[src/rtl/mem_arbiter.sv]
// Arbitrates the single SDRAM controller port between refresh, renderer, command engine and CPU.
// Owns refresh scheduling, fixed priority with a CPU starvation guard, strobe sequencing and read-data steering.
module mem_arbiter #(
    parameter int FREQ           = 54_000_000,
    parameter int REFRESH_CYCLES = (FREQ / 1_000_000) * 7,
    parameter int STARVE_LIMIT   = 4
) (
    input  logic        clk,
    input  logic        reset,
    input  logic        rend_req,
    input  logic [22:0] rend_addr,
    output logic        rend_ack,
    output logic [31:0] rend_data,
    input  logic        cmd_req,
    input  logic        cmd_wr,
    input  logic [1:0]  cmd_size,
    input  logic [22:0] cmd_addr,
    input  logic [7:0]  cmd_din8,
    input  logic [31:0] cmd_din32,
    output logic        cmd_ack,
    output logic [31:0] cmd_dout32,
    input  logic        cpu_req,
    input  logic        cpu_wr,
    input  logic [22:0] cpu_addr,
    input  logic [7:0]  cpu_din,
    output logic        cpu_ack,
    output logic [7:0]  cpu_dout,
    output logic        mem_read,
    output logic        mem_write,
    output logic        mem_refresh,
    output logic [22:0] mem_addr,
    output logic [1:0]  mem_word_size,
    output logic [7:0]  mem_din8,
    output logic [31:0] mem_din32,
    input  logic        mem_busy,
    input  logic        mem_enabled,
    input  logic [15:0] mem_dout16,
    input  logic [31:0] mem_dout32,
    output logic        size_error,
    output logic        refresh_overrun
);

    localparam logic [1:0] MEMORY_WIDTH_8  = 2'd0;
    localparam logic [1:0] MEMORY_WIDTH_16 = 2'd1;
    localparam logic [1:0] MEMORY_WIDTH_32 = 2'd2;

    localparam int RC_W = $clog2(REFRESH_CYCLES + 1);
    localparam int SC_W = $clog2(STARVE_LIMIT + 1);
    localparam logic [RC_W-1:0] RC_LAST = RC_W'(REFRESH_CYCLES - 1);
    localparam logic [SC_W-1:0] SC_MAX  = SC_W'(STARVE_LIMIT);

    typedef enum logic [1:0] {IDLE, ISSUE, WAIT_BUSY, WAIT_DONE} state_t;
    typedef enum logic [1:0] {OWN_REF, OWN_REND, OWN_CMD, OWN_CPU} owner_t;

    state_t state, state_next;
    owner_t op_owner, grant_owner;

    logic [RC_W-1:0] refresh_cnt;
    logic            refresh_pending;
    logic [SC_W-1:0] starve_cnt;

    logic        op_read, op_illegal;
    logic [1:0]  op_cmd_size;
    logic        grant_ok, grant, grant_rd, grant_wr, grant_ref, grant_illegal;
    logic        cpu_promoted, done;
    logic [1:0]  grant_size;
    logic [22:0] grant_addr;
    logic [7:0]  grant_din8, sel_byte;
    logic [31:0] grant_din32, cmd_rd_data;
    logic        rd_d, wr_d, ref_d, rend_ack_d, cmd_ack_d, cpu_ack_d;

    // Valid/ready: a client holds *_req high until its *_ack pulse (one cycle);
    // the controller accepts a strobe only while mem_busy is low.
    // An ack cycle blocks a new grant so the acked client can drop its request first.
    assign grant_ok     = (state == IDLE) && mem_enabled && !mem_busy &&
                          !rend_ack && !cmd_ack && !cpu_ack;
    assign cpu_promoted = cpu_req && (starve_cnt >= SC_MAX);
    assign done         = (state == WAIT_DONE) && !mem_busy;
    assign sel_byte     = mem_addr[0] ? mem_dout16[15:8] : mem_dout16[7:0];

    always_comb begin
        case (op_cmd_size)
            MEMORY_WIDTH_8:  cmd_rd_data = {24'b0, sel_byte};
            MEMORY_WIDTH_16: cmd_rd_data = {16'b0, mem_dout16};
            default:         cmd_rd_data = mem_dout32;
        endcase
    end

    always_comb begin
        grant         = 1'b0;
        grant_owner   = OWN_REF;
        grant_rd      = 1'b0;
        grant_wr      = 1'b0;
        grant_ref     = 1'b0;
        grant_illegal = 1'b0;
        grant_size    = MEMORY_WIDTH_8;
        grant_addr    = '0;
        grant_din8    = '0;
        grant_din32   = '0;
        if (grant_ok) begin
            if (refresh_pending) begin
                grant       = 1'b1;
                grant_owner = OWN_REF;
                grant_ref   = 1'b1;
            end else if (rend_req) begin
                grant       = 1'b1;
                grant_owner = OWN_REND;
                grant_rd    = 1'b1;
                grant_size  = MEMORY_WIDTH_32;
                grant_addr  = rend_addr;
            end else if (cmd_req && !cpu_promoted) begin
                grant       = 1'b1;
                grant_owner = OWN_CMD;
                grant_addr  = cmd_addr;
                grant_din8  = cmd_din8;
                grant_din32 = cmd_din32;
                // Byte reads go out as 16-bit reads and are narrowed on return.
                case (cmd_size)
                    MEMORY_WIDTH_8: begin
                        grant_size = cmd_wr ? MEMORY_WIDTH_8 : MEMORY_WIDTH_16;
                        grant_wr   = cmd_wr;
                        grant_rd   = !cmd_wr;
                    end
                    MEMORY_WIDTH_16: begin
                        grant_size    = MEMORY_WIDTH_16;
                        grant_illegal = cmd_wr;
                        grant_rd      = !cmd_wr;
                    end
                    default: begin
                        grant_size = MEMORY_WIDTH_32;
                        grant_wr   = cmd_wr;
                        grant_rd   = !cmd_wr;
                    end
                endcase
            end else if (cpu_req) begin
                grant       = 1'b1;
                grant_owner = OWN_CPU;
                grant_addr  = cpu_addr;
                grant_din8  = cpu_din;
                grant_size  = cpu_wr ? MEMORY_WIDTH_8 : MEMORY_WIDTH_16;
                grant_wr    = cpu_wr;
                grant_rd    = !cpu_wr;
            end
        end
    end

    always_ff @(posedge clk) begin
        if (reset) state <= IDLE;
        else       state <= state_next;
    end

    always_comb begin
        state_next = state;
        case (state)
            IDLE:      if (grant) state_next = ISSUE;
            ISSUE:     state_next = op_illegal ? IDLE : WAIT_BUSY;
            WAIT_BUSY: if (mem_busy) state_next = WAIT_DONE;
            WAIT_DONE: if (!mem_busy) state_next = IDLE;
            default:   state_next = IDLE;
        endcase
    end

    // Strobes and acks are computed one cycle ahead and registered, so the
    // strobe lands exactly in ISSUE and the ack in the cycle after WAIT_DONE.
    always_comb begin
        rd_d       = grant_rd;
        wr_d       = grant_wr;
        ref_d      = grant_ref;
        rend_ack_d = done && (op_owner == OWN_REND);
        cmd_ack_d  = (done && (op_owner == OWN_CMD)) || grant_illegal;
        cpu_ack_d  = done && (op_owner == OWN_CPU);
    end

    always_ff @(posedge clk) begin
        if (reset) begin
            mem_read      <= 1'b0;
            mem_write     <= 1'b0;
            mem_refresh   <= 1'b0;
            mem_addr      <= '0;
            mem_word_size <= MEMORY_WIDTH_8;
            mem_din8      <= '0;
            mem_din32     <= '0;
            op_owner      <= OWN_REF;
            op_read       <= 1'b0;
            op_illegal    <= 1'b0;
            op_cmd_size   <= '0;
            rend_ack      <= 1'b0;
            cmd_ack       <= 1'b0;
            cpu_ack       <= 1'b0;
            rend_data     <= '0;
            cmd_dout32    <= '0;
            cpu_dout      <= '0;
            size_error    <= 1'b0;
        end else begin
            mem_read    <= rd_d;
            mem_write   <= wr_d;
            mem_refresh <= ref_d;
            rend_ack    <= rend_ack_d;
            cmd_ack     <= cmd_ack_d;
            cpu_ack     <= cpu_ack_d;
            if (grant) begin
                mem_addr      <= grant_addr;
                mem_word_size <= grant_size;
                mem_din8      <= grant_din8;
                mem_din32     <= grant_din32;
                op_owner      <= grant_owner;
                op_read       <= grant_rd;
                op_illegal    <= grant_illegal;
                op_cmd_size   <= cmd_size;
            end
            if (grant_illegal) size_error <= 1'b1;
            if (rend_ack_d) rend_data <= mem_dout32;
            if (done && (op_owner == OWN_CMD) && op_read) cmd_dout32 <= cmd_rd_data;
            if (done && (op_owner == OWN_CPU) && op_read) cpu_dout <= sel_byte;
        end
    end

    always_ff @(posedge clk) begin
        if (reset) begin
            refresh_cnt     <= '0;
            refresh_pending <= 1'b0;
            refresh_overrun <= 1'b0;
        end else begin
            if (done && (op_owner == OWN_REF)) refresh_pending <= 1'b0;
            if (mem_enabled) begin
                if (refresh_cnt == RC_LAST) begin
                    refresh_cnt     <= '0;
                    refresh_pending <= 1'b1;
                    if (refresh_pending) refresh_overrun <= 1'b1;
                end else begin
                    refresh_cnt <= refresh_cnt + 1'b1;
                end
            end
        end
    end

    always_ff @(posedge clk) begin
        if (reset || !cpu_req) begin
            starve_cnt <= '0;
        end else if (grant && (grant_owner == OWN_CPU)) begin
            starve_cnt <= '0;
        end else if (grant && (grant_owner == OWN_CMD) && (starve_cnt < SC_MAX)) begin
            starve_cnt <= starve_cnt + 1'b1;
        end
    end

endmodule
[config.mk]
export PLATFORM = sky130hd
export DESIGN_NAME = mem_arbiter
export DESIGN_NICKNAME = d
export VERILOG_FILES = /design/src/rtl/mem_arbiter.sv
export SDC_FILE = /design/constraint.sdc
export NUM_CORES = 1
export LEC_CHECK = 0
export CORE_MARGIN = 5
export CORE_UTILIZATION = 37
export CTS_CLUSTER_SIZE = 25
export DETAILED_ROUTE_END_ITERATION = 16
export GPL_TIMING_DRIVEN = 0
export PLACE_DENSITY = 0.77
export SLEW_MARGIN = 0
export SYNTH_ARGS = -nofsm -noshare
export SYNTH_HDL_FRONTEND = slang
export SYNTH_SLANG_ARGS = --single-unit
[constraint.sdc]
create_clock -name clk -period 2 [get_ports clk]
set_clock_uncertainty 0.15 [all_clocks]
set_input_delay 0.3 -clock clk [delete_from_list [all_inputs] [get_ports clk]]
set_output_delay 0.3 -clock clk [all_outputs]
set_load 0.005 [all_outputs]
==> impl_metrics.ini, run 1 <==
[final_layout]
layout-drive-gt1-share_pct = 11.4
design_area_um2 = 11000
syn2layout_area_growth_pct = 67.0
fillers = 1482
final_nets = 1256

[global_routing]
antenna_found_initial = 2
track_usage_pct = 23.4
grt.overflow.total = 0
grt_pass1_vias = 6782
grt_max_degree = 17
grt_pass1_wl_mm = 37.4

[die]
rows = 48
ios = 321
fp.dieW_um = 143
die-area_um2 = 20500
core_um2 = 17400
start_util_pct = 37.8
fp.dieH_um = 143

[synthesis]
ys_top_cells_by_count = dfxtp_1, nand2_1, a21oi_1
synth_flop_cell = dfxtp_1
synthesis.instances = 734
synth-edff-count = 0
synth_top_area_cell = dfxtp_1
async_flop_share_pct = 0
synth_top_area_share_pct = 50.6
yosys.cell_count.top_type = dfxtp_1
syn-num-nets = 913
ys_seq_elements = 166
syn_area_um2 = 6560
synthTopCellsByArea = dfxtp_1, nand2_1, a21oi_1
synth.avg_cell_area_um2 = 8.94
yosys.cell_types.count = 52
seq_area_frac_synth_pct = 50.6
yosys_warnings = 0

[clock_network]
clk_path_buf_depth = 2
clockRootBuffer = clkbuf_16
worst_skew_pair.late_latency_ns = 0.43
cts-htree-levels = 4
numCtsBuffers = 17
cts.sinks = 166
clk_pin_slew_ns = 0.06
cts_tree = done

[sta]
rsz0062_at_grt = true
post-route-period-util_pct = 98.4
setup_viol = 0
fmax_mhz = 508
worst_slack_ns = 0.0317
worst_hold_slack_ns = 0.0378
hold_violations = 0
drv_slew = 0
min_period_ns = 1.97
maxSlewHeadroom_pct = 51.8
tightest_slew_ns = 0.723

[worst_setup_path]
crit_arrival_ns = 2.16
start_kind = input port
path_max_fanout = 10
r2r_slack_ns = 0.06
crit_required_ns = 2.20
r2r_cells = 7
cp-end-kind = flop
critical_path_class = input port to flop

[power_and_ir_drop]
ir_drop_mv = 0.604
power_density_nw_per_um2 = 698
p_leak_nw = 3.88

[place]
gp_congestion = 0.896
placed_area_um2 = 10000
dp_hpwl_mm = 19.2
place_ws_ns = -0.813
port_buffers = 318

[routing]
drt_pass1_iterations = 9
ant_nets = 0
vias = 6887
drt_iter0_drc = 385
wl_per_cell_um = 19.2
drc = 0
via_per_inst = 5.23
drt-total-wl_mm = 25.2

[outcome]
status = finished, final reports clean

[job]
cap_violations = 0

[min_path]
min_path_cells = 3
hold_path_class = input port to flop
[sequential cells by signal, indices dropped and copies added (netlist names), 3 cells and up, named ones only]
signal       cells
cmd_dout32      32
starve_cnt       3
mem_din32       32
rend_data       32
cpu_dout         8
refresh_cnt      9
mem_addr        23
mem_din8         8
[final timing paths]
kind                                  endpoint         from
worst max-delay path               mem_addr[7]      cmd_req
worst min-delay path            refresh_cnt[0]  mem_enabled
worst max register to register    mem_addr[20]     rend_ack
worst min register to register      size_error   size_error
[logic make-up (layout without fill, tap and decap cells)]
| kind of cell | after synthesis | count (layout) | synth area share [%] |
|---|---|---|---|
| AOI/OAI and AO/OA | 203 | 203 | 21.9 |
| xor gates and xnor gates | 8 | 8 | 1.07 |
| adders and majority gates | 3 | 3 | 0.572 |
| buffers and inverters | 68 | 423 | 4.38 |
| DFF | 166 | 166 | 50.6 |
| muxes | 18 | 18 | 2.90 |
| other | 0 | 2 | 0 |
| and+or+nand+nor | 268 | 268 | 18.5 |
[critical path, cell delays in order]
cell	delay, ns
clkdlybuf4s50_1	0.49
or4_4	0.56
a31oi_2	0.23
buf_6	0.19
buf_4	0.20
nand2_1	0.11
o31ai_4	0.06
[power by group]
group | leakage [nW] | switching [mW] | total, mW | internal, mW
sequential | 1.34 | 0.0407 | 3.41 | 3.37
clock | 0.280 | 1.41 | 3.29 | 1.88
combinational | 2.26 | 0.398 | 0.953 | 0.555
total | 3.88 | 1.85 | 7.65 | 5.80
[per-stage QoR]
stage	cells	power (mW)	TNS, ns	util [%]
floorplan	734	3.78	0	-
global placement	1277	4.34	-95.61	57.8
detailed placement	1277	4.35	-101.27	57.8
CTS	1313	7.65	0	62.0
global route	1316	7.92	-0.304	63.2
finish	1316	7.65	0	63.2
[placed cells by master (no fill, tap or decap), drive strengths merged, types with 4 or more instances in the layout]
cell type and instances:
or3 4, dfxtp 166, nand4 4, inv 11, nand3 21, nor2b 4, buf 22, nand2 128
nor3b 4, o21ai 4, clkdlybuf4s50 317, mux2 8, a221oi 30, a32oi 8, and3 4, a2bb2oi 8
mux2i 10, a21oi 71, nor2 63, nor3 11, a22o 31, clkbuf 63, a211oi 10, o211ai 8
nand2b 14, o31ai 23, xor2 5
[cell type report]
class | instances | area (µm²) | area share (%)
inverters | 6 | 22.5 | 0.205
multi-input cells | 500 | 3160 | 28.8
flip-flops and latches | 166 | 3330 | 30.3
repair buffers | 327 | 3260 | 29.7
plain buffers | 59 | 324 | 2.96
clock inverters | 13 | 145 | 1.32
diodes | 2 | 5.00 | 0.0456
clock buffers | 18 | 439 | 4.01
well taps | 225 | 282 | 2.57
[repair_timing]
| action | in CTS | in global routing |
|---|---|---|
| hold endpoints to repair | 1 | 0 |
| cloned | 0 | 0 |
| hold buffers | 1 | 0 |
| resized for setup | 32 | 61 |
| buffers inserted | 7 | 1 |
| endpoints found under the setup margin | 145 | 117 |
| pin swaps | 3 | 4 |
[layer usage]
layer | global-route usage, % | vias to the layer above | share of wire [%]
met5 | 0 | - | 0
met4 | 7.60 | 0 | 2.5
met3 | 7.70 | 42 | 8.7
met2 | 40.5 | 267 | 50
met1 | 27.3 | 3258 | 39
li1 | - | 3320 | -
No activity file was read; power rests on OpenSTA's default activity.
==> run 2, diff against run 1 <==
--- a/config.mk
+++ b/config.mk
@@ -5,12 +5,12 @@
 export SDC_FILE = /design/constraint.sdc
 export NUM_CORES = 1
 export LEC_CHECK = 0
-export CORE_MARGIN = 5
 export CORE_UTILIZATION = 37
 export CTS_CLUSTER_SIZE = 25
 export DETAILED_ROUTE_END_ITERATION = 16
 export GPL_TIMING_DRIVEN = 0
 export PLACE_DENSITY = 0.77
+export REMOVE_ABC_BUFFERS = 1
 export SLEW_MARGIN = 0
 export SYNTH_ARGS = -nofsm -noshare
 export SYNTH_HDL_FRONTEND = slang
==> run 2 against run 1 <==
  * Cell count is 3.0% lower
  * Total power is 2.3% higher
  * Clock power is 6.4% higher
  * Sequential cell count stayed put
  * Routed wire length is 8.4% lower
  * Worst hold slack better by 0.16 ns
  * Final area is 0.90% lower
  * Worst setup slack better by 0.030 ns
  * Count of clock-buffer cells in the layout is 2 higher
  * Highest routed layer unchanged
  * Non-clock buffer count is 44 lower
  * Largest cell class unchanged
  * Combinational power is 4.6% lower
  * Via count is 3.3% lower
==> impl_metrics.ini, run 2 (synthesized netlist as in run 1, its figures left out) <==
[sta]
post-route-period-util_pct = 96.9
maxSlewHeadroom_pct = 43.8
fmax_mhz = 516
setup_viol = 0
min_period_ns = 1.94
hold_violations = 0
tightest_slew_ns = 0.838
drv_slew = 0
setup_tns_ns = 0

[clock_network]
cts.sinks = 166
hold_buffers = 0
cts-htree-levels = 4
numCtsBuffers = 17
worst_skew_pair.late_latency_ns = 0.42
clockRootBuffer = clkbuf_16
clk_pin_slew_ns = 0.07
clk_path_buf_depth = 2
cts_tree = done

[routing]
vias = 6657
m1WireLength_mm = 9.63
routed-wl-met3_mm = 1.41
route.met2.wl_mm = 11.5
drt-total-wl_mm = 23.1
ant_nets = 0
drt_iter0_drc = 430
via_per_inst = 5.22
drc = 0
wl_per_cell_um = 18.1
drt_pass1_iterations = 5
top_layer = met4

[min_path]
hold_path_class = input port to flop

[worst_setup_path]
cpMaxStageDelayCell = or4_4
cp-end-kind = flop
path_cells = clkdlybuf4s15_2 > or4_4 > a31oi_4 > buf_16 > buf_16 > nand2_1 > o31ai_1
start_kind = input port
cpMostUsedCell = buf_16
crit_required_ns = 2.18
crit_arrival_ns = 2.12
path_max_fanout = 23
critPathMaxStageDelay_ns = 0.66
critical_path_class = input port to flop
r2r_slack_ns = 0.07

[global_routing]
grt_max_degree = 64
grt_pass1_wl_mm = 34.3
grt_pass1_vias = 6056
track_usage_pct = 24.3
grt.overflow.total = 0
antenna_found_initial = 0

[die]
fp.dieH_um = 135
start_util_pct = 37.9
ios = 321
rows = 48
fp.dieW_um = 135
core_um2 = 17300
die-area_um2 = 18300

[place]
gp_congestion = 0.827
dp_hpwl_mm = 15.4
port_buffers = 320

[final_layout]
antenna_cells = 0
final_util_pct = 62.8
final_nets = 1217
layout_common_cells = clkdlybuf4s50_1, dfxtp_1, nand2_1
layout-drive-gt1-share_pct = 9.42
mostFrequentLayoutCell = clkdlybuf4s50_1
top_regs = cmd_dout32 (32), mem_din32 (32), rend_data (32)
fillers = 1444
syn2layout_area_growth_pct = 65.5

[power_and_ir_drop]
ir_drop_mv = 0.569
p_leak_nw = 3.81
power_density_nw_per_um2 = 721

[outcome]
status = finished, final reports clean

[job]
cap_violations = 0
==> run 2: final cells by class <==
type                            count  area (µm²)  area share (%)
Tap cell                          225         282            2.59
Timing Repair Buffer              342        3450            31.8
Clock buffer                       20         467            4.30
Clock inverter                     12         165            1.52
Multi-Input combinational cell    505        3150            29.0
Sequential cell                   166        3330            30.7
Inverter                            6        22.5           0.207
==> run 2: final timing paths <==
| check | startpoint | end | cells after the start |
|---|---|---|---|
| worst max-delay path | cpu_req | mem_addr[7] | 7 |
| worst min register to register | size_error | size_error | 2 |
| worst max register to register | cpu_ack | cmd_ack | 5 |
| worst min-delay path | reset | mem_din8[5] | 2 |
==> run 2: report_power, final <==
part	total (mW)	internal, mW	leakage (nW)	switching, mW
registers	3.42	3.36	1.34	0.0597
clock network	3.50	2.09	0.300	1.41
logic	0.909	0.548	2.17	0.361
total	7.83	6.00	3.81	1.83
==> run 2: per-stage QoR <==
stage	instances	worst slack, ns	cell area, µm²	power (mW)	hold slack (ns)
CTS	1267	-0.0237	10700	7.85	0.173
global route	1276	-0.00556	10900	8.11	0.197
detailed placement	1223	-1.66	9940	4.34	0.288
floorplan	672	-1.58	6300	3.72	0.219
global placement	1217	-6.24	9780	4.30	0.283
finish	1276	0.0612	10900	7.83	0.199
==> run 2: what timing repair did <==
action / CTS / global route
endpoints found under the setup margin: 133 / 77
pin swaps: 5 / 4
buffers inserted: 8 / 8
cloned: 4 / 1
gates resized for setup: 30 / 14
==> run 2: layer usage <==
metal	up-vias	track usage [%]
met5	-	0
met4	0	9.11
met3	35	5.09
met2	229	40.7
met1	3153	30.6
li1	3240	-
==> run 2: worst max-delay path, delay by kind of cell <==
kind	cells	cell delay, ns
compound gates	2	0.33
buf+inv	3	0.76
simple gates	2	0.72
==> run 3, diff against run 2 <==
--- a/config.mk
+++ b/config.mk
@@ -5,10 +5,12 @@
 export SDC_FILE = /design/constraint.sdc
 export NUM_CORES = 1
 export LEC_CHECK = 0
+export ABC_CLOCK_PERIOD_IN_PS = 2000
 export CORE_UTILIZATION = 37
-export CTS_CLUSTER_SIZE = 25
+export CTS_CLUSTER_SIZE = 30
 export DETAILED_ROUTE_END_ITERATION = 16
 export GPL_TIMING_DRIVEN = 0
+export HOLD_SLACK_MARGIN = 0.02
 export PLACE_DENSITY = 0.77
 export REMOVE_ABC_BUFFERS = 1
 export SLEW_MARGIN = 0
==> results of run 3 <==
Final layout, timing and power as in run 2 (identical DEF).
